$ cat src/rtl/seven_seg_capture.sv
// Seven-segment bus observer: synchronises the scanned segment/strobe lines,
// dwell-filters each digit, decodes it to BCD and publishes complete frames.
module seven_seg_capture #(
  parameter int STABLE_CYCLES = 4
) (
  input  logic        clk,
  input  logic        rst_n,
  input  logic [6:0]  seg_in,
  input  logic [3:0]  digit_en,
  output logic [15:0] value,
  output logic [3:0]  blank,
  output logic [3:0]  err,
  output logic        frame_valid
);
  localparam int NUM_LANES = 4;
  localparam int VEC_W     = 4;
  localparam logic [7:0] STABLE = 8'(STABLE_CYCLES);

  typedef struct packed {
    logic             blank;
    logic             err;
    logic [VEC_W-1:0] nib;
  } dec_t;

  logic [6:0]           seg_s1, seg_s2;
  logic [NUM_LANES-1:0] en_s1, en_s2;
  logic [7:0]           cnt;
  logic                 captured;
  logic [NUM_LANES-1:0] seen;
  logic                 same, onehot, cap, frame_done;
  dec_t                 dec;

  logic [NUM_LANES-1:0][VEC_W-1:0] stg_val;
  logic [NUM_LANES-1:0]            stg_blank, stg_err;

  function automatic dec_t decode(input logic [6:0] s);
    dec_t d;
    d = '{blank: 1'b0, err: 1'b0, nib: 4'h0};
    case (s)
      7'h3F: d.nib = 4'd0;
      7'h06: d.nib = 4'd1;
      7'h5B: d.nib = 4'd2;
      7'h4F: d.nib = 4'd3;
      7'h66: d.nib = 4'd4;
      7'h6D: d.nib = 4'd5;
      7'h7D: d.nib = 4'd6;
      7'h07: d.nib = 4'd7;
      7'h7F: d.nib = 4'd8;
      7'h6F: d.nib = 4'd9;
      7'h00: begin d.nib = 4'hF; d.blank = 1'b1; end
      default: begin d.nib = 4'hE; d.err = 1'b1; end
    endcase
    return d;
  endfunction

  always_ff @(posedge clk or negedge rst_n) begin
    if (!rst_n) begin
      seg_s1 <= '0; seg_s2 <= '0;
      en_s1  <= '0; en_s2  <= '0;
    end else begin
      seg_s1 <= seg_in;   seg_s2 <= seg_s1;
      en_s1  <= digit_en; en_s2  <= en_s1;
    end
  end

  // cnt tracks how many cycles the synchronised sample (seg_s2/en_s2) will
  // have held its value after this edge, so the change is seen one flop early.
  assign same       = {en_s1, seg_s1} == {en_s2, seg_s2};
  assign onehot     = (en_s1 != '0) && ((en_s1 & (en_s1 - 1'b1)) == '0);
  assign cap        = same && onehot && !captured && (cnt == STABLE - 8'd1);
  assign frame_done = &seen;
  assign dec        = decode(seg_s2);

  always_ff @(posedge clk or negedge rst_n) begin
    if (!rst_n) begin
      cnt      <= '0;
      captured <= 1'b0;
    end else if (!onehot) begin
      cnt      <= '0;
      captured <= 1'b0;
    end else if (!same) begin
      cnt      <= 8'd1;
      captured <= 1'b0;
    end else begin
      if (cnt != STABLE) cnt <= cnt + 8'd1;
      if (cap) captured <= 1'b1;
    end
  end

  for (genvar i = 0; i < NUM_LANES; i++) begin : g_lane
    always_ff @(posedge clk or negedge rst_n) begin
      if (!rst_n) begin
        stg_val[i]   <= '0;
        stg_blank[i] <= 1'b0;
        stg_err[i]   <= 1'b0;
      end else if (cap && en_s2[i]) begin
        stg_val[i]   <= dec.nib;
        stg_blank[i] <= dec.blank;
        stg_err[i]   <= dec.err;
      end
    end
  end

  // A capture on the completion edge starts the next frame.
  always_ff @(posedge clk or negedge rst_n) begin
    if (!rst_n) begin
      seen        <= '0;
      value       <= '0;
      blank       <= '0;
      err         <= '0;
      frame_valid <= 1'b0;
    end else begin
      frame_valid <= frame_done;
      if (frame_done) begin
        value <= stg_val;
        blank <= stg_blank;
        err   <= stg_err;
        seen  <= cap ? en_s2 : '0;
      end else if (cap) begin
        seen  <= seen | en_s2;
      end
    end
  end
endmodule

$ cat config.mk
export PLATFORM = sky130hd
export DESIGN_NAME = seven_seg_capture
export DESIGN_NICKNAME = d
export VERILOG_FILES = /design/src/rtl/seven_seg_capture.sv
export SDC_FILE = /design/constraint.sdc
export NUM_CORES = 1
export LEC_CHECK = 0
export BUFFER_PORTS_ARGS = -buffer_cell sky130_fd_sc_hd__buf_2
export CORE_MARGIN = 1
export CORE_UTILIZATION = 45
export DETAILED_ROUTE_END_ITERATION = 8
export REMOVE_ABC_BUFFERS = 1
export SYNTH_ARGS = -nofsm -noshare
export SYNTH_HDL_FRONTEND = slang
export SYNTH_SLANG_ARGS = --single-unit
$ cat constraint.sdc
create_clock -name clk -period 2.75 [get_ports clk]
set_input_delay 0.55 -clock clk [delete_from_list [all_inputs] [get_ports clk]]
set_output_delay 0.55 -clock clk [all_outputs]
set_load 0.03 [all_outputs]
==> results.yml, run 1 <==
route:
  drtIter0Drc: 123
  vias: 2176
  drc: 0
  ant_nets: 0
  dr.pass1.iters: 4
  drt_wl_total_um: 5790
  avgRoutedWirePerCell_um: 13.1
  via_per_inst: 4.91
placement:
  hpwl_um: 3970
  io_buffers: 37
  gp_congestion: 0.757
synth:
  synth_area_leaders: "dfrtp_1 61%, nand2_1 9.3%, mux2_2 6.9%"
  yosysUniqueCellTypes: 45
  netlist_area_sq_um: 3430
  yosysMostFrequentCell: "nand2_1"
  yosysTopAreaCell: "dfrtp_1"
  ys_ff_latch: 84
  synth_warnings: 0
  synthArstFlopShare: 1.00
  synthTopCellsByCount: "85 x nand2_1, 84 x dfrtp_1, 21 x mux2_2, 16 x nor2_1, 12 x xnor2_1"
  syn_inst: 299
  ys.flop_type: "dfrtp_1"
  ys_seq_area_frac: 0.613
  synth-edff-count: 0
  syn_avg_cell_area_sq_um: 11.5
  yosysTopAreaCellShare: 0.613
clocking:
  clockBufferDepth: 2
  cts_hold_buf: 0
  clkSinkCount: 84
  insertion_delay_ns: 0.35
  post_cts_resized: 0
  postCtsSetupBuffers: 0
  htreeDepth: 3
  clk_pin_slew_ns: 0.08
  cts_tree: "yes"
  cts-root-buf: "clkbuf_8"
  cts_made_buffers: 9
timing:
  fin_crit_sh: 0.765
  grt_setup_unrepaired: "false"
  setup_tns_ns: 0
  drv_slew: 0
  setup_viol: 0
  hold_viol: 0
  final.min_clock_period_ns: 2.10
  worst_pin_slew_ns: 0.825
  max_freq_mhz: 475
  holdWs_ns: 0.213
  skew_ns: 0.00790
  max_slew_margin: 0.443
grt:
  grt_max_degree: 49
  overflow: 0
  gr-usage-all-layers: 0.165
  grt_antenna_before_repair: 0
  grt_pass1_vias: 1987
  grt_pass1_wl_um: 9660
setup_path:
  reg2reg_depth: 5
  cp-start-kind: "flop"
  critPathLaunch: "seg_s2[3]"
  regToRegSetupSlack_ns: 0.65
  worstPathRequired_ns: 2.98
  worstPathArrival_ns: 2.34
  worst-setup-path-type: "flop to flop"
  rr_endpoint: "stg_val[4]"
  end_kind: "flop"
  cp_max_fo: 11
  rr_startpoint: "seg_s2[3]"
finish:
  layout.nets: 354
  synthToLayoutAreaGrowth_pct: 13.9
  drive_gt1_frac: 0.253
  n_antenna_cell: 0
floorplan:
  die_y_um: 89.3
  placementRows: 31
  top_level_ports: 38
  start_util: 0.470
  die_w_um: 89.3
  die_area_sq_um: 7970
  core-area_sq_um: 7290
power_and_ir_drop:
  p_leak_nw: 2.06
  ir_drop_v: 0.000464
  p_per_area_nw_per_um2: 562
status:
  run_status: "finished clean"
job:
  drv_cap: 0
hold_path:
  worstHoldPathType: "input port to async pin"
## per-layer routing
metal,vias up,track usage,wire length (um)
met3,6,0.0332,172
met5,-,0,0
met4,0,0.0866,89
met1,1050,0.218,2800
li1,1078,-,-
met2,42,0.258,2720
## logic make-up (layout without fill, tap and decap cells)
kind of cell	count (synthesis)	after routing	synth area share
buf+inv	15	60	0.0201
flops	84	84	0.613
simple gates	140	140	0.200
xor+xnor	19	19	0.0486
compound gates	14	14	0.0288
fa+ha+maj	2	2	0.00730
mux	25	25	0.0818
## final cells by class
cell class,instances,area [sq um]
fillers,696,3390
clock inverters,4,50.0
multi-input cells,200,1260
repair buffers,40,223
inverters,4,15.0
clock buffers,12,135
flip-flops and latches,84,2100
well taps,99,124
## cell usage in the layout, fill, tap and decap left out, types with 2 or more instances in the layout
master	netlist	routed
clkbuf_8	0	9
buf_4	0	3
nor2_1	16	16
xor2_1	7	7
buf_2	4	36
nand3b_1	2	2
o21ai_0	2	2
and3_1	4	4
inv_1	3	3
nand4b_1	3	3
clkinvlp_4	0	2
nor4_2	2	2
nand4_1	5	5
ha_1	2	2
xnor2_1	12	12
nand2_1	85	85
nand3_1	6	6
dfrtp_1	84	84
mux2_1	3	3
nor3_1	2	2
nand4_2	4	4
clkbuf_1	5	3
a21oi_1	3	3
mux2_2	21	21
## power by group
group          switching [W]  internal (W)   total, W
Clock               0.000414      0.000419   0.000834
Sequential         0.0000263       0.00125    0.00128
Combinational      0.0000483     0.0000353  0.0000837
## worst max-delay path by stage
| stage | slack, ns | end | cells past startpoint |
|---|---|---|---|
| floorplan | 0.97 | stg_val[1] | 5 |
| finish | 0.65 | stg_val[4] | 5 |
| CTS | 0.62 | stg_val[4] | 5 |
| global route | 0.50 | stg_val[1] | 5 |
| detailed placement | 0.63 | stg_val[4] | 5 |
| global placement | 0.67 | stg_val[4] | 5 |
## state kept, by name, indices dropped and copies added, names as in the netlist
register     flops
stg_val         16
stg_blank        4
en_s1            4
cnt              8
captured         1
en_s2            4
frame_valid      1
stg_err          4
seen             4
err              4
seg_s2           7
seg_s1           7
blank            4
value           16
## worst max-delay path, cell delays in order, from the launching register on
cell,delay (ns)
dfrtp_1,0.57
xnor2_1,0.16
nand4_1,0.14
nor3_4,0.33
nand4_2,0.37
mux2_1,0.42
## stage by stage
stage          total power (W)  cells   util  setup slack (ns)  cell area, sq um
6_report               0.00220    443  0.536             0.647              3910
3_5_place_dp           0.00139    427  0.510             0.634              3720
3_3_place_gp           0.00139    427  0.510             0.665              3720
5_1_grt                0.00229    443  0.536             0.502              3910
4_1_cts                0.00222    443  0.536             0.624              3910
2_1_floorplan          0.00134    288      -             0.968              3370
Note: power is estimated with default switching activity, not from simulation.
==> inputs of run 2 (changes only) <==
- PLACE_DENSITY: unset -> 0.66
- clock period: 2.75 -> 1.75 ns (I/O delays scaled with it)
==> run 2 against run 1 <==
The run now ends with negative hold slack, negative setup slack left. Register-to-register slack lost 0.76 ns. Maximum frequency grew 13%. Clock skew grew 0.00095 ns. Worst setup slack lost 0.76 ns. Sequential power grew 55%. Die area is the same. Combinational power grew 140%. Sequential share of layout area shrank 4.7 points. Non-clock buffer count grew 31. Highest routed layer unchanged.
==> results.yml, run 2 (synthesized netlist as in run 1, its figures left out) <==
status:
  run_status: "finished with violations"
  violations: "negative hold slack, negative setup slack"
job:
  drv_cap: 0
clocking:
  clockBufferDepth: 2
  cts_tree: "yes"
  clk_pin_slew_ns: 0.09
  clkSinkCount: 84
  cts_hold_buf: 0
  cts-root-buf: "clkbuf_8"
  htreeDepth: 3
  insertion_delay_ns: 0.36
  cts_made_buffers: 9
power_and_ir_drop:
  p_leak_nw: 2.24
  finalPower_w: 0.00372
  swShare: 0.230
  p_per_area_nw_per_um2: 870
  ir_drop_v: 0.000599
  seqPwrFrac: 0.534
  comb_power_share: 0.053
  switching_power_w: 0.000857
  pwr-share-clk: 0.413
  p_int_w: 0.00286
floorplan:
  die_y_um: 89.3
  start_util: 0.470
  placementRows: 31
  core-area_sq_um: 7290
  die_area_sq_um: 7970
  top_level_ports: 38
  die_w_um: 89.3
finish:
  n_antenna_cell: 0
  synthToLayoutAreaGrowth_pct: 24.8
  drive_gt1_frac: 0.347
  layout_common_cells: "84 x nand2_1, 84 x dfrtp_1, 36 x buf_2, 31 x buf_4, 21 x mux2_2"
  layout.nets: 385
  reg_top3: "stg_val: 16 flops, value: 16 flops, cnt: 8 flops"
grt:
  grt_max_degree: 85
  gr-usage-all-layers: 0.169
  overflow: 0
  grt_pass1_wl_um: 10100
  grt_pass1_vias: 2145
  grt_antenna_before_repair: 0
setup_path:
  cp-start-kind: "flop"
  end_kind: "flop"
  worst-setup-path-type: "flop to flop"
  worstPathRequired_ns: 1.99
  cp_max_fo: 7
  worstPathArrival_ns: 2.11
hold_path:
  worstHoldPathType: "input port to async pin"
route:
  ant_nets: 0
  dr.pass1.iters: 5
  via_per_inst: 4.86
  avgRoutedWirePerCell_um: 12.7
  vias: 2304
  drtIter0Drc: 106
  drt_wl_total_um: 6040
  drc: 0
timing:
  max_freq_mhz: 536
  grt_setup_unrepaired: "true"
  skew_ns: 0.00885
  holdWs_ns: -0.0137
  max_slew_margin: 0.695
  drv_slew: 0
  hold_viol: 8
  final.min_clock_period_ns: 1.86
  fin_crit_sh: 1.07
  finalWorstSetupSlack_ns: -0.115
  setup_viol: 24
  worst_pin_slew_ns: 0.458
placement:
  io_buffers: 37
  gp_congestion: 0.779
  place_ws_ns: -0.267
  hpwl_um: 4030
## run 2: changes by cell type in the layout (fill, tap and decap cells not counted), sizes merged
| cell | change |
|---|---|
| clkinvlp | -1 |
| buf | +31 |
| clkbuf | -3 |
| inv | +1 |
| bufinv | +1 |
| clkinv | +2 |
## run 2: worst paths after layout
check / from / end / slack [ns] / depth (start not counted)
max in group asynchronous: rst_n / en_s1[2] / 1.38 / 2
hold / removal: rst_n / frame_valid / -0.01 / 2
setup / recovery: cnt[5] / stg_val[4] / -0.11 / 5
setup reg to reg: cnt[5] / stg_val[4] / -0.11 / 5
min in group clk: seg_in[2] / seg_s1[2] / 0.09 / 1
hold reg to reg: seg_s1[0] / seg_s2[0] / 0.40 / 0
## run 2: layout make-up
type | instances | area [sq um]
fillers | 653 | 3020
flip-flops and latches | 84 | 2100
multi-input cells | 200 | 1340
repair buffers | 71 | 475
clock buffers | 9 | 124
well taps | 99 | 124
clock inverters | 7 | 98.8
inverters | 4 | 15.0
## run 2: power groups by stage
stage	Clock, W	Sequential [W]	Combinational [W]
after global routing	0.00165	0.00199	0.000221
after floorplan	0	0.00204	0.0000668
final	0.00154	0.00199	0.000197
after global placement	0	0.00203	0.000188
after detailed placement	0	0.00203	0.000191
after CTS	0.00157	0.00199	0.000196
## run 2: through the flow
stage	utilization	TNS, ns	cell area (sq um)	std cells
floorplan	-	-0.0950	3370	288
global placement	0.538	-3.27	3920	454
detailed placement	0.538	-4.61	3920	454
CTS	0.577	-3.23	4210	472
global route	0.586	-3.90	4280	474
finish	0.586	-1.96	4280	474
## run 2: per-layer routing
metal | routed length, um | up-vias | part of all wire | global-route usage
met3 | 184 | 13 | 0.030 | 0.0305
met5 | 0 | - | 0 | 0
met2 | 2730 | 45 | 0.45 | 0.253
li1 | - | 1148 | - | -
met1 | 2970 | 1098 | 0.49 | 0.238
met4 | 152 | 0 | 0.025 | 0.0866
## run 2: repair_timing
action | in CTS | in global routing
gates resized for setup | 7 | 8
endpoints found under the setup margin | 24 | 34
endpoints found under the hold margin | 0 | 0
pin swaps | 6 | 7
buffers inserted | 2 | 3
## run 2: worst max-delay path, stage by stage, from the launching register on
cell       delay, ns
dfrtp_1         0.41
nor4_4          0.31
nand4bb_1       0.21
nor2_4          0.26
nand4_4         0.22
mux2_4          0.34
==> inputs of run 3 (changes only) <==
- PLACE_DENSITY: 0.66 -> unset
- PLACE_DENSITY_LB_ADDON: unset -> 0.15
- TNS_END_PERCENT: unset -> 20
- clock period: 1.75 -> 1.9 ns (I/O delays scaled with it)
==> run 3 against run 2 <==
The run now ends clean. Clock skew grew 0.0043 ns. Combinational power down 9%. Non-clock buffer count rose by 1. Sequential power down 8%. Hold slack better by 0.14 ns. Sequential cell count is the same. Global-route usage grew 0.66 points. Routed wire length increased by 2.2%. Via count grew 0.56%. Cell count up 0.21%. Highest routed layer unchanged.
==> results.yml, run 3 (synthesized netlist as in run 1, its figures left out) <==
power_and_ir_drop:
  p_per_area_nw_per_um2: 825
  finalPower_w: 0.00355
  ir_drop_v: 0.000392
  p_leak_nw: 2.26
setup_path:
  worst-path-buf-inv: 2
  cp_max_fo: 8
  crit_family: "flip-flops"
  rr_startpoint: "seg_s2[3]"
  crit_path_frequent_cell: "buf_4"
  worstPathArrival_ns: 2.10
  worst-setup-path-type: "flop to flop"
  path_cells: "buf_4 > nand2_1 > or2_2 > a211oi_2 > o311ai_2 > buf_4 > mux2_4"
  cpMaxStageDelayCell: "dfrtp_1"
  cp-start-kind: "flop"
  end_kind: "flop"
  critPathLaunch: "seg_s2[3]"
  worstPathRequired_ns: 2.14
  cpPeakStageDelay_ns: 0.42
timing:
  hold_viol: 0
  drv_slew: 0
  setup_viol: 0
  max_freq_mhz: 538
  worst_pin_slew_ns: 0.420
  skew_ns: 0.0131
  fin_crit_sh: 0.978
  final.min_clock_period_ns: 1.86
  max_slew_margin: 0.720
  grt_setup_unrepaired: "true"
route:
  drc: 0
  dr.pass1.iters: 4
  via_per_inst: 4.88
  drtIter0Drc: 68
  drt_wl_total_um: 6170
  ant_nets: 0
  avgRoutedWirePerCell_um: 13.0
  vias: 2317
clocking:
  clkSinkCount: 84
  clockBufferDepth: 2
  cts-root-buf: "clkbuf_8"
  insertion_delay_ns: 0.36
  clk_pin_slew_ns: 0.08
  cts_tree: "yes"
  cts_made_buffers: 9
  htreeDepth: 3
hold_path:
  worstHoldPathType: "input port to flop"
  hold_start: "seg_in[6]"
grt:
  grt_max_degree: 53
  grt_pass1_wl_um: 10400
  grt_pass1_vias: 2292
  grt_antenna_before_repair: 0
  gr-usage-all-layers: 0.176
  overflow: 0
finish:
  reg_top3: "stg_val: 16 flops, value: 16 flops, cnt: 8 flops"
  drive_gt1_frac: 0.343
  final_common_cell: "nand2_1"
  fin_area_sq_um: 4310
  synthToLayoutAreaGrowth_pct: 25.7
  n_antenna_cell: 0
  layout_common_cells: "85 x nand2_1, 83 x dfrtp_1, 36 x buf_2, 32 x buf_4, 21 x mux2_2"
  fill_cells: 669
  layout.nets: 386
floorplan:
  placementRows: 31
  die_w_um: 89.3
  top_level_ports: 38
  core-area_sq_um: 7290
  die_y_um: 89.3
  start_util: 0.470
  die_area_sq_um: 7970
placement:
  io_buffers: 37
  hpwl_um: 4200
  post_dp_cell_area_sq_um: 3910
  gp_congestion: 0.823
job:
  drv_cap: 0
status:
  run_status: "finished clean"
[run 3: stage by stage]
step	instances	utilization	TNS (ns)	hold WS, ns	setup slack, ns
3_5_place_dp	452	0.536	-0.997	0.352	-0.0985
6_report	475	0.591	0	0.129	0.0420
3_3_place_gp	452	0.536	-0.315	0.348	-0.0580
5_1_grt	475	0.591	-0.446	0.114	-0.0438
2_1_floorplan	288	-	0	0.0844	0.118
4_1_cts	472	0.582	-0.0209	0.114	-0.00991
[run 3: area by class of cell]
cell class	count	area (sq um)	share of cell area
sequential	84	2100	0.488
multi-input combinational	200	1340	0.311
timing repair buffer	72	482	0.112
clock buffer	9	124	0.0288
clock inverter	7	121	0.0282
inverter	4	15.0	0.00349
tap	99	124	0.0288
[run 3: per-layer routing]
layer,track usage,vias up,wire length (um)
met5,0,-,0
met4,0.0736,0,109
met3,0.0388,11,178
met2,0.296,42,3000
met1,0.221,1115,2880
li1,-,1149,-
[run 3: repair_timing]
| action | CTS | global route |
|---|---|---|
| gates resized for setup | 6 | 8 |
| setup endpoints to repair | 23 | 26 |
| hold endpoints to repair | 32 | 0 |
| buffers inserted | 3 | 3 |
| hold buffers | 1 | 0 |
| pin swaps | 6 | 8 |
[run 3: final timing paths]
kind	to	slack (ns)	cells past startpoint
max	stg_val[1]	0.04	7
min	seg_s1[6]	0.13	1
max reg2reg	stg_val[1]	0.04	7
min reg2reg	seg_s2[1]	0.40	0
max in group asynchronous	seg_s2[6]	0.78	3
min in group asynchronous	blank[0]	0.51	2
[run 3: report_power, final]
group	internal [W]	leakage, nW	switching (W)
Clock	0.000885	0.125	0.000657
Combinational	0.0000793	1.02	0.000100
Sequential	0.00181	1.12	0.0000221
